[config.mk]
export PLATFORM = sky130hd
export DESIGN_NAME = matrix_rc_buf_flat
export DESIGN_NICKNAME = d
export VERILOG_FILES = /design/src/rtl/matrix_rc_buf_pkg.sv /design/src/rtl/matrix_rc_buf_if.sv /design/src/rtl/matrix_rc_buf_loader.sv /design/src/rtl/matrix_rc_buf.sv /design/src/flat_wrapper.sv
export SDC_FILE = /design/constraint.sdc
export NUM_CORES = 1
export LEC_CHECK = 0
export CAP_MARGIN = 20
export CORE_MARGIN = 1.5
export CORE_UTILIZATION = 56
export DETAILED_ROUTE_END_ITERATION = 7
export GPL_TIMING_DRIVEN = 0
export PLACE_DENSITY = 0.9
export SYNTH_ARGS = -nofsm -noshare
export SYNTH_HDL_FRONTEND = slang
export SYNTH_SLANG_ARGS = --single-unit
[constraint.sdc]
create_clock -name clk -period 5.26 [get_ports clk]
set_clock_uncertainty 0.2 [all_clocks]
set_input_delay 1.052 -clock clk [delete_from_list [all_inputs] [get_ports clk]]
set_output_delay 1.052 -clock clk [all_outputs]
set_load 0.01 [all_outputs]
[src/rtl/matrix_rc_buf_pkg.sv]
// Shared definitions for the matrix_rc_buf slice: loader state codes and index width helper.
package matrix_pkg;

  localparam logic [1:0] ST_IDLE = 2'd0;
  localparam logic [1:0] ST_LOAD = 2'd1;
  localparam logic [1:0] ST_FULL = 2'd2;

  // Width of an index into n entries, never narrower than one bit.
  function automatic int idx_w(input int n);
    return (n < 2) ? 1 : $clog2(n);
  endfunction

endpackage

[src/rtl/matrix_rc_buf_if.sv]
// Bus bundle for matrix_rc_buf: random-access port, stream loader, status and flat view.
// rd_tr exists only when MATRIX_RC_BUF_TRANSPOSE_EN is defined.
interface matrix_rc_buf_if
  import matrix_pkg::*;
#(
  parameter int ROWS = 3,
  parameter int COLS = 3,
  parameter int DW   = 8
) ();
  localparam int RW = idx_w(ROWS);
  localparam int CW = idx_w(COLS);

  logic                    clr;
  logic                    wr_en;
  logic [RW-1:0]           wr_row;
  logic [CW-1:0]           wr_col;
  logic [DW-1:0]           wr_data;
  logic [RW-1:0]           rd_row;
  logic [CW-1:0]           rd_col;
  logic [DW-1:0]           rd_data;
`ifdef MATRIX_RC_BUF_TRANSPOSE_EN
  logic                    rd_tr;
`endif
  logic                    start;
  logic                    s_valid;
  logic [DW-1:0]           s_data;
  logic                    s_ready;
  logic                    load_done;
  logic                    full;
  logic                    addr_err;
  logic [ROWS*COLS*DW-1:0] flat;

  modport master (
`ifdef MATRIX_RC_BUF_TRANSPOSE_EN
    output rd_tr,
`endif
    output clr, wr_en, wr_row, wr_col, wr_data, rd_row, rd_col, start, s_valid, s_data,
    input  rd_data, s_ready, load_done, full, addr_err, flat
  );

  modport slave (
`ifdef MATRIX_RC_BUF_TRANSPOSE_EN
    input  rd_tr,
`endif
    input  clr, wr_en, wr_row, wr_col, wr_data, rd_row, rd_col, start, s_valid, s_data,
    output rd_data, s_ready, load_done, full, addr_err, flat
  );

endinterface

[src/rtl/matrix_rc_buf_loader.sv]
// Row-major stream loader FSM for matrix_rc_buf: produces the array write strobe and index.
//   state   | meaning
//   IDLE    | no load in progress, s_ready low
//   LOAD    | accepting beats into element ptr
//   FULL    | last element written, full high until start/clr
module matrix_rc_loader
  import matrix_pkg::*;
#(
  parameter int N  = 9,
  parameter int PW = idx_w(N)
) (
  input  logic          clk,
  input  logic          rst_n,
  input  logic          clr,
  input  logic          start,
  input  logic          wr_en,
  input  logic          s_valid,
  output logic          ld_we,
  output logic [PW-1:0] ld_idx,
  output logic          s_ready,
  output logic          full,
  output logic          load_done
);

  logic [1:0]    state_q, state_d;
  logic [PW-1:0] ptr_q, ptr_d;
  logic          full_q, full_d;
  logic          done_q, done_d;

  always_comb begin
    state_d = state_q;
    ptr_d   = ptr_q;
    full_d  = full_q;
    done_d  = 1'b0;
    // A random write owns the array port this cycle, so the stream stalls.
    s_ready = (state_q == ST_LOAD) && !wr_en && !clr && !start;
    ld_we   = s_valid && s_ready;
    if (clr) begin
      state_d = ST_IDLE;
      ptr_d   = '0;
      full_d  = 1'b0;
    end else if (start) begin
      state_d = ST_LOAD;
      ptr_d   = '0;
      full_d  = 1'b0;
    end else if (ld_we) begin
      if (ptr_q == PW'(N - 1)) begin
        state_d = ST_FULL;
        ptr_d   = '0;
        full_d  = 1'b1;
        done_d  = 1'b1;
      end else begin
        ptr_d = ptr_q + PW'(1);
      end
    end
  end

  always_ff @(posedge clk or negedge rst_n) begin
    if (!rst_n) begin
      state_q <= ST_IDLE;
      ptr_q   <= '0;
      full_q  <= 1'b0;
      done_q  <= 1'b0;
    end else begin
      state_q <= state_d;
      ptr_q   <= ptr_d;
      full_q  <= full_d;
      done_q  <= done_d;
    end
  end

  assign ld_idx    = ptr_q;
  assign full      = full_q;
  assign load_done = done_q;

endmodule

[src/rtl/matrix_rc_buf.sv]
// ROWS x COLS element buffer with random-access write/read, row-major stream loader and flat view.
// Define MATRIX_RC_BUF_TRANSPOSE_EN to add rd_tr, which swaps the read row/column.
module matrix_rc_buf
  import matrix_pkg::*;
#(
  parameter int ROWS = 3,
  parameter int COLS = 3,
  parameter int DW   = 8
) (
  input  logic           clk,
  input  logic           rst_n,
  matrix_rc_buf_if.slave bus
);

  localparam int          N  = ROWS * COLS;
  localparam int          IW = idx_w(N);
  localparam int unsigned NR = ROWS;
  localparam int unsigned NC = COLS;

  logic [DW-1:0] mem_q [N];
  logic [DW-1:0] mem_d [N];
  logic [DW-1:0] rd_data_q, rd_data_d;
  logic          addr_err_q, addr_err_d;

  logic          ld_we;
  logic [IW-1:0] ld_idx;
  logic          wr_ok, rd_ok;
  logic [IW-1:0] wr_idx, rd_idx;
  int unsigned   er, ec;

  matrix_rc_loader #(.N(N)) u_loader (
    .clk       (clk),
    .rst_n     (rst_n),
    .clr       (bus.clr),
    .start     (bus.start),
    .wr_en     (bus.wr_en),
    .s_valid   (bus.s_valid),
    .ld_we     (ld_we),
    .ld_idx    (ld_idx),
    .s_ready   (bus.s_ready),
    .full      (bus.full),
    .load_done (bus.load_done)
  );

  always_comb begin
    er = 32'(bus.rd_row);
    ec = 32'(bus.rd_col);
`ifdef MATRIX_RC_BUF_TRANSPOSE_EN
    if (bus.rd_tr) begin
      er = 32'(bus.rd_col);
      ec = 32'(bus.rd_row);
    end
`endif
    wr_ok  = (32'(bus.wr_row) < NR) && (32'(bus.wr_col) < NC);
    rd_ok  = (er < NR) && (ec < NC);
    wr_idx = IW'(32'(bus.wr_row) * NC + 32'(bus.wr_col));
    rd_idx = IW'(er * NC + ec);
  end

  always_comb begin
    for (int i = 0; i < N; i++) mem_d[i] = mem_q[i];
    if (bus.clr) begin
      for (int i = 0; i < N; i++) mem_d[i] = '0;
    end else begin
      if (bus.wr_en && wr_ok) mem_d[wr_idx] = bus.wr_data;
      if (ld_we)              mem_d[ld_idx] = bus.s_data;
    end
    // Reading mem_d gives write-first behaviour for same-cycle writes.
    rd_data_d  = (rd_ok && !bus.clr) ? mem_d[rd_idx] : '0;
    addr_err_d = (bus.wr_en && !wr_ok) || !rd_ok;
  end

  always_ff @(posedge clk or negedge rst_n) begin
    if (!rst_n) begin
      for (int i = 0; i < N; i++) mem_q[i] <= '0;
      rd_data_q  <= '0;
      addr_err_q <= 1'b0;
    end else begin
      for (int i = 0; i < N; i++) mem_q[i] <= mem_d[i];
      rd_data_q  <= rd_data_d;
      addr_err_q <= addr_err_d;
    end
  end

  always_comb begin
    bus.flat = '0;
    for (int i = 0; i < N; i++) bus.flat[(N-1-i)*DW +: DW] = mem_q[i];
  end

  assign bus.rd_data  = rd_data_q;
  assign bus.addr_err = addr_err_q;

endmodule

[src/flat_wrapper.sv]
// flat-port wrapper written by rule: the top's interface ports become plain ports
module matrix_rc_buf_flat import matrix_pkg::*;
#(
  parameter int ROWS = 3,
  parameter int COLS = 3,
  parameter int DW   = 8
)
  (clk, rst_n, bus_clr, bus_wr_en, bus_wr_row, bus_wr_col, bus_wr_data, bus_rd_row, bus_rd_col, bus_start, bus_s_valid, bus_s_data, bus_rd_data, bus_s_ready, bus_load_done, bus_full, bus_addr_err, bus_flat);
  matrix_rc_buf_if #(.ROWS(ROWS), .COLS(COLS), .DW(DW)) bus_i ();
  input  logic clk;
  input  logic rst_n;
  input wire logic [$bits(bus_i.clr)-1:0] bus_clr;
  input wire logic [$bits(bus_i.wr_en)-1:0] bus_wr_en;
  input wire logic [$bits(bus_i.wr_row)-1:0] bus_wr_row;
  input wire logic [$bits(bus_i.wr_col)-1:0] bus_wr_col;
  input wire logic [$bits(bus_i.wr_data)-1:0] bus_wr_data;
  input wire logic [$bits(bus_i.rd_row)-1:0] bus_rd_row;
  input wire logic [$bits(bus_i.rd_col)-1:0] bus_rd_col;
  input wire logic [$bits(bus_i.start)-1:0] bus_start;
  input wire logic [$bits(bus_i.s_valid)-1:0] bus_s_valid;
  input wire logic [$bits(bus_i.s_data)-1:0] bus_s_data;
  output wire logic [$bits(bus_i.rd_data)-1:0] bus_rd_data;
  output wire logic [$bits(bus_i.s_ready)-1:0] bus_s_ready;
  output wire logic [$bits(bus_i.load_done)-1:0] bus_load_done;
  output wire logic [$bits(bus_i.full)-1:0] bus_full;
  output wire logic [$bits(bus_i.addr_err)-1:0] bus_addr_err;
  output wire logic [$bits(bus_i.flat)-1:0] bus_flat;
  assign bus_i.clr = bus_clr;
  assign bus_i.wr_en = bus_wr_en;
  assign bus_i.wr_row = bus_wr_row;
  assign bus_i.wr_col = bus_wr_col;
  assign bus_i.wr_data = bus_wr_data;
  assign bus_i.rd_row = bus_rd_row;
  assign bus_i.rd_col = bus_rd_col;
  assign bus_i.start = bus_start;
  assign bus_i.s_valid = bus_s_valid;
  assign bus_i.s_data = bus_s_data;
  assign bus_rd_data = bus_i.rd_data;
  assign bus_s_ready = bus_i.s_ready;
  assign bus_load_done = bus_i.load_done;
  assign bus_full = bus_i.full;
  assign bus_addr_err = bus_i.addr_err;
  assign bus_flat = bus_i.flat;
  matrix_rc_buf #(.ROWS(ROWS), .COLS(COLS), .DW(DW)) u_core (.clk(clk), .rst_n(rst_n), .bus(bus_i));
endmodule
* Word level (Yosys, flattened, before mapping)
Index checks and enable logic that the tools add are counted.
** Storage, ports and cells
- Flip-flop bits (word level) :: 89
- Input bits :: 30
- Word-level logic and storage cells :: 84
** Cells by class
- Add/subtract/negate cells :: 3
- Multipliers :: 2
- $lt $le $gt $ge :: 9
- Equality and inequality tests :: 2
- Muxes and demuxes :: 30
- Bitwise logic cells :: 3
- Reduce and logical (&&, ||, !) cells :: 20
** Operator list (count)
- $mux W72 :: 4
- $bwmux W72 :: 2
- $demux W8 S4 :: 2
- $mux W8 :: 5
- $bmux W8 S4 :: 1
- $mux W4 :: 4
- $ge A5 B5 Y1 const B :: 3
- $not A4 Y5 :: 3
- $logic_and A1 B1 Y1 :: 11
- $lt A5 B1 Y1 const B :: 2
- $add A4 B2 Y4 :: 2
- $lt A2 B2 Y1 const B :: 4
- $mul A2 B2 Y4 const B :: 2
- $mux W1 :: 8
- $mux W2 :: 4
- $reduce_bool A3 Y1 :: 2
- $logic_not A1 Y1 :: 5
- $add A4 B1 Y4 const B :: 1
- $eq A4 B4 Y1 const B :: 1
- $eq A2 B1 Y1 const B :: 1
- $reduce_and A2 Y1 :: 1
- $logic_or A1 B1 Y1 :: 1

* Logic depth before layout (Yosys ltp)
- Depth after elaboration :: 17
- Gate-level depth with buffers :: 13

* By module
From an unflattened synthesis, not the netlist that was laid out.
** Unflattened totals
- Cells, all modules :: 610
- Area total of the unflattened synthesis :: 5659.2 um^2
** By module, submodules not included
- matrix_rc_buf :: times used 1, cells each 571, area each 5283.8 um^2
- matrix_rc_loader :: times used 1, cells each 39, area each 375.4 um^2

* Worst setup path after synthesis
OpenSTA, ideal clock, no wires.
- Path type :: input port to flip-flop
- Start :: in bus_wr_col[1]
- End :: reg u_core.rd_data_q[6], in the netlist u_core.bus.rd_data[6]
- Setup time :: 76 ps
- Data arrival time :: 3944 ps
- Data required time :: 4984 ps
- Slack :: 1040 ps
- Stages on the path :: 12
- Path through :: fa_1 -> ha_1 -> inv_1 -> fa_1 -> nand3_1 -> or4_1 -> clkbuf_1 -> mux2i_1 -> a211oi_1 -> nor3_1 -> or3_1 -> o21ai_1
** Between the ends
- Cells in the longest elaborated chain, start to end :: 16
- Elaborated cells on any way between the ends :: 20
** Ends and longest elaborated chain
- from (decl) :: RTL line flat_wrapper.sv:15 : input wire logic [$bits(bus_i.wr_col)-1:0] bus_wr_col;
- $add A4 B2 Y4 :: RTL line matrix_rc_buf.sv:56 : wr_idx = IW'(32'(bus.wr_row) * NC + 32'(bus.wr_col));
- $not A4 Y5 (implied by the code) :: RTL line matrix_rc_buf.sv:65 : if (bus.wr_en && wr_ok) mem_d[wr_idx] = bus.wr_data;
- $ge A5 B5 Y1 (implied by the code) or $lt A5 B1 Y1 (tied branches) :: RTL line matrix_rc_buf.sv:65
- $logic_and A1 B1 Y1 (implied by the code) :: RTL line matrix_rc_buf.sv:65
- $mux W8 (implied by the code) :: RTL line matrix_rc_buf.sv:65
- $demux W8 S4 :: RTL line matrix_rc_buf.sv:65
- $bwmux W72 :: RTL line matrix_rc_buf.sv:65
- $mux W72 (*) :: RTL line matrix_rc_buf.sv:65
- $mux W72 (*) :: RTL line matrix_rc_buf.sv:62 : if (bus.clr) begin
- $bwmux W72 :: RTL line matrix_rc_buf.sv:66 : if (ld_we) mem_d[ld_idx] = bus.s_data;
- $mux W72 (*) :: RTL line matrix_rc_buf.sv:66
- $mux W72 (*) :: RTL line matrix_rc_buf.sv:62
- $bmux W8 S4 (*) :: RTL line matrix_rc_buf.sv:69 : rd_data_d = (rd_ok && !bus.clr) ? mem_d[rd_idx] : '0;
- $mux W8 (implied by the code) (*) (2 in series) :: RTL line matrix_rc_buf.sv:69
- $mux W8 (*) :: RTL line matrix_rc_buf.sv:69
- named net u_core.rd_data_d[6] :: RTL line matrix_rc_buf.sv:22 : logic [DW-1:0] rd_data_q, rd_data_d;
- to (signal assigned) :: RTL line matrix_rc_buf.sv:80 : rd_data_q <= rd_data_d;
- to (decl) :: RTL line matrix_rc_buf.sv:22
The timed path passes the listed nets; every way through them passes the cells marked *. The select of a mux whose other input is x is not followed.
A chain may end at the register's enable or synchronous reset.

* Worst setup path in the final report
Ends and elaborated chain as after synthesis.

==> summary.txt <==
Layout
  • Top library cells by usage in the layout, fill and taps aside: 94 x sky130_fd_sc_hd__clkdlybuf4s50_1, 88 x sky130_fd_sc_hd__dfrtp_1, 67 x sky130_fd_sc_hd__nor2_1, 67 x sky130_fd_sc_hd__mux2i_1, 45 x sky130_fd_sc_hd__clkbuf_1
  • Number of nets in the layout: approximately 750
  • Area taken by flip-flops and latches: 2202 um^2
  • Syn-to-layout area delta: 24.01%
  • Total inserted antenna cells: 0
  • Commonest non-fill, non-tap cell in the layout: sky130_fd_sc_hd__clkdlybuf4s50_1
  • Filler cell count in the final layout: 736
  • Final core utilization: 0.7148
  • Proportion of layout cells with a drive suffix above 1: 0.1072
  • Final Instance Area: 6987 um^2
  • Area occupied by multi-input gates: ~3200 um^2

CTS
  • Setup Fix Bufs, Post-CTS: 0
  • Clock sinks: 88
  • Hold buffer count at cts: 0
  • TritonCTS clock tree: built
  • Buffer type at the clock tree root: sky130_fd_sc_hd__clkbuf_8
  • Post-cts resize count: 0
  • TritonCTS buffer count: 9
  • Buffer levels on the longest clock path: 2
  • H-tree lvl count: 3
  • Clock edge transition at the registers on the reported setup and hold paths: 100 ps
  • Skew-Pair Late Insertion Delay: 390 ps

Detailed routing
  • Count of nets left with antenna violations after detail routing: 0
  • Average wire length per cell after detail routing: 22.50 um
  • Drt drc: 0
  • Via total after detailed routing: 5,551
  • Per-cell via count in the routed design: 6.593
  • Pre-Repair DR Iteration Count: 6
  • Number of DRC markers after the initial detailed-route iteration: between 500 and 600
  • Routed wire length: 18,940 um

Floorplanning
  • Initial core utilization: 0.5764
  • Total die area: about 11,000 um^2
  • Die outline height: 103.3 um
  • Die outline width: 103.3 um
  • Num ports: roughly 110
  • Core Area: 9774 um^2
  • Site Rows: 36

Placement
  • Count of input and output buffers: 95
  • Post-placement worst setup slack: -144.1 ps
  • Post-detailed-placement half-perimeter wirelength: ~14,000 um
  • Weighted congestion at the end of routability-driven global placement: 0.9591
  • Total cell area at the placement stage: 6783 um^2

Timing
  • Number of pins with negative max-slew slack in the final report: 0
  • Final setup margin: 192.7 ps
  • Finish-stage setup viols: 0
  • Hold_ws: 370.9 ps
  • RSZ-0062 raised after global routing: no
  • Hold Violations, Final: 0
  • Maximum clock frequency: 197.3 MHz
  • Slew of the pin with the lowest slew margin: 978.2 ps
  • Headroom to the max-slew limit: 0.3462
  • Share of the clock period used by the worst path: 0.9634
  • Clock period minus worst slack: 5067 ps

Synthesis
  • Count of state elements after synthesis: 88
  • Post-Synthesis Cell Area: 5634 um^2
  • Number of nets produced by synthesis: 641
  • Number of distinct standard cells referenced by the synthesized netlist: 60
  • Average instance area after synthesis: 9.437 um^2
  • Yosys top cell by area: sky130_fd_sc_hd__dfrtp_1
  • Warnings, synthesis: 0
  • Asr flop ratio synth: 1.000
  • Sequential cell area fraction in the yosys report: 0.3909
  • Synth Flop Type: sky130_fd_sc_hd__dfrtp_1
  • Area share of the leading cell type in the synthesized netlist: 0.3909
  • Leading post-synthesis cells by cell area: sky130_fd_sc_hd__dfrtp_1 39%, sky130_fd_sc_hd__mux2i_1 12%, sky130_fd_sc_hd__mux2_2 5.0%
  • Number of cells produced by synthesis: 597
  • Number of enable-type register cells in the synthesized netlist: 0

Worst hold path
  • Type of the most critical hold path: flop to flop
  • Beginning of the worst hold path: u_core.u_loader.state_q[0]
  • Worst hold stages: 2
  • WHS Endpoint: u_core.u_loader.state_q[0]

Setup path
  • Worst path slowest cell: sky130_fd_sc_hd__fa_1
  • Classification of the worst setup path: input pin to flop
  • Crit Path Max Fanout: 10
  • Data required time of the worst path: 5360 ps
  • Launch instance of the worst register-to-register path: u_core.u_loader.full
  • Cells traversed along the worst timing path: clkdlybuf4s50_1 > fa_1 > ha_1 > inv_1 > fa_1 > nand3_1 > or4_1 > clkbuf_1 > mux2i_1 > a211oi_1 > nor3_1 > or3_1 > o21ai_1
  • Logic depth of the worst register-to-register path: 9
  • Arr. time, crit path: 5170 ps
  • RR Endpoint: u_core.bus.rd_data[4]
  • Crit path capture type: flop
  • Crit path buf inv count: 3
  • Crit path top cell by count: sky130_fd_sc_hd__fa_1
  • CP startpoint kind: input pin
  • Critical path's top delay family: adder cells
  • CP max stage delay: about 650 ps
  • Reg-to-reg slack, setup: 2180 ps

Pwr
  • Power, Total: 1.576 mW
  • Peak supply drop: 0.1566 mV
  • Leakage power of the design: between 3 and 4 nW
  • Ratio of total power to cell area: 225.5 nW/um^2

Global route
  • Number of antenna violations at the first check in global routing: 0
  • Pin count of the biggest net entering global routing: 57
  • Gr ovfl total: 0
  • Number of global-route vias before repair: 5,380
  • First-pass GRT wire length: 28,880 um
  • Global-route usage over all layers: 0.3685

Job
  • Max_cap viols: 0

Status
  • Result of the run: completed
## Yosys cell counts (4+ instances only)
cell type and count:
sky130_fd_sc_hd__o21ai_0 23, sky130_fd_sc_hd__and3_1 11, sky130_fd_sc_hd__dfrtp_1 88, sky130_fd_sc_hd__nor3_1 8
sky130_fd_sc_hd__o21a_1 7, sky130_fd_sc_hd__ha_1 10, sky130_fd_sc_hd__nand4_1 6, sky130_fd_sc_hd__a21oi_1 24
sky130_fd_sc_hd__fa_1 4, sky130_fd_sc_hd__nor4_1 6, sky130_fd_sc_hd__o211a_1 6, sky130_fd_sc_hd__o211ai_1 7
sky130_fd_sc_hd__nand3_1 14, sky130_fd_sc_hd__a31oi_1 16, sky130_fd_sc_hd__nand2_1 26, sky130_fd_sc_hd__nor2_1 67
sky130_fd_sc_hd__mux2i_1 67, sky130_fd_sc_hd__mux2_2 25, sky130_fd_sc_hd__clkbuf_1 45, sky130_fd_sc_hd__or2_2 10
sky130_fd_sc_hd__and2_1 18, sky130_fd_sc_hd__inv_1 12, sky130_fd_sc_hd__a211oi_1 26, sky130_fd_sc_hd__o21ai_1 4
## metal layers
metal,GRT usage,vias up,wire length (um)
li1,-,2389,-
met1,0.4722,2703,7189
met2,0.6043,392,9053
met3,0.07997,67,2042
met4,0.1622,0,658
met5,0,-,0
## where the power goes
group | total, mW | internal (mW) | switching (mW)
registers | 0.703 | 0.693 | 0.00982
clock network | 0.507 | 0.225 | 0.282
logic | 0.366 | 0.145 | 0.221
total | 1.58 | 1.06 | 0.513
## worst max-delay path by stage
stage / end / startpoint / slack, ps / cells past startpoint
finish: u_core.bus.rd_data[6] / bus_wr_col[1] / 190 / 13
global route: u_core.bus.rd_data[6] / bus_wr_col[1] / 60 / 13
CTS: u_core.bus.rd_data[6] / bus_wr_col[1] / 240 / 13
detailed placement: u_core.bus.rd_data[6] / bus_wr_col[1] / -140 / 13
global placement: u_core.bus.rd_data[7] / bus_rd_col[1] / -350 / 11
floorplan: u_core.bus.rd_data[6] / bus_wr_col[1] / 1040 / 12
## state kept, by name (all words and copies together), names as in the netlist
name and cells:
u_core.u_loader.full 1, u_core.u_loader.state_q 1, u_core.bus.rd_data 8, u_core.u_loader.ld_idx 4
u_core.bus.flat 72, u_core.u_loader.load_done 1, u_core.bus.addr_err 1
## cell type report
class	instances	area share
multi-input combinational	442	0.4529
sequential	88	0.3152
timing repair buffer	96	0.1397
buffer	55	0.03277
tap	133	0.02382
clock buffer	9	0.01773
clock inverter	7	0.01146
inverter	12	0.006447
## worst reg2reg max path, cell delays in order, from the launching register on
cell and delay [ps]:
sky130_fd_sc_hd__dfrtp_1 430, sky130_fd_sc_hd__nor3b_1 190, sky130_fd_sc_hd__clkbuf_1 370, sky130_fd_sc_hd__nand4_1 470
sky130_fd_sc_hd__clkbuf_1 360, sky130_fd_sc_hd__nor2_1 150, sky130_fd_sc_hd__a21oi_1 70, sky130_fd_sc_hd__mux2_2 290
sky130_fd_sc_hd__a21oi_1 300, sky130_fd_sc_hd__o31ai_2 120
## cell families after synthesis
logic type,share of synthesized area
AO/OA/AOI/OAI,0.1681
flip-flops,0.3909
AND/OR/NAND/NOR,0.1870
multiplexers,0.1690
adder cells (fa/ha/maj),0.03642
buffers and inverters,0.04863
## per-stage QoR
| step | instances | TNS [ps] |
|---|---|---|
| after global routing | 842 | 0 |
| after CTS | 842 | 0 |
| after floorplan | 597 | 0 |
| after global placement | 825 | -23230 |
| final | 842 | 0 |
| after detailed placement | 826 | -221.7 |
Note: power is estimated with default switching activity, not from simulation.
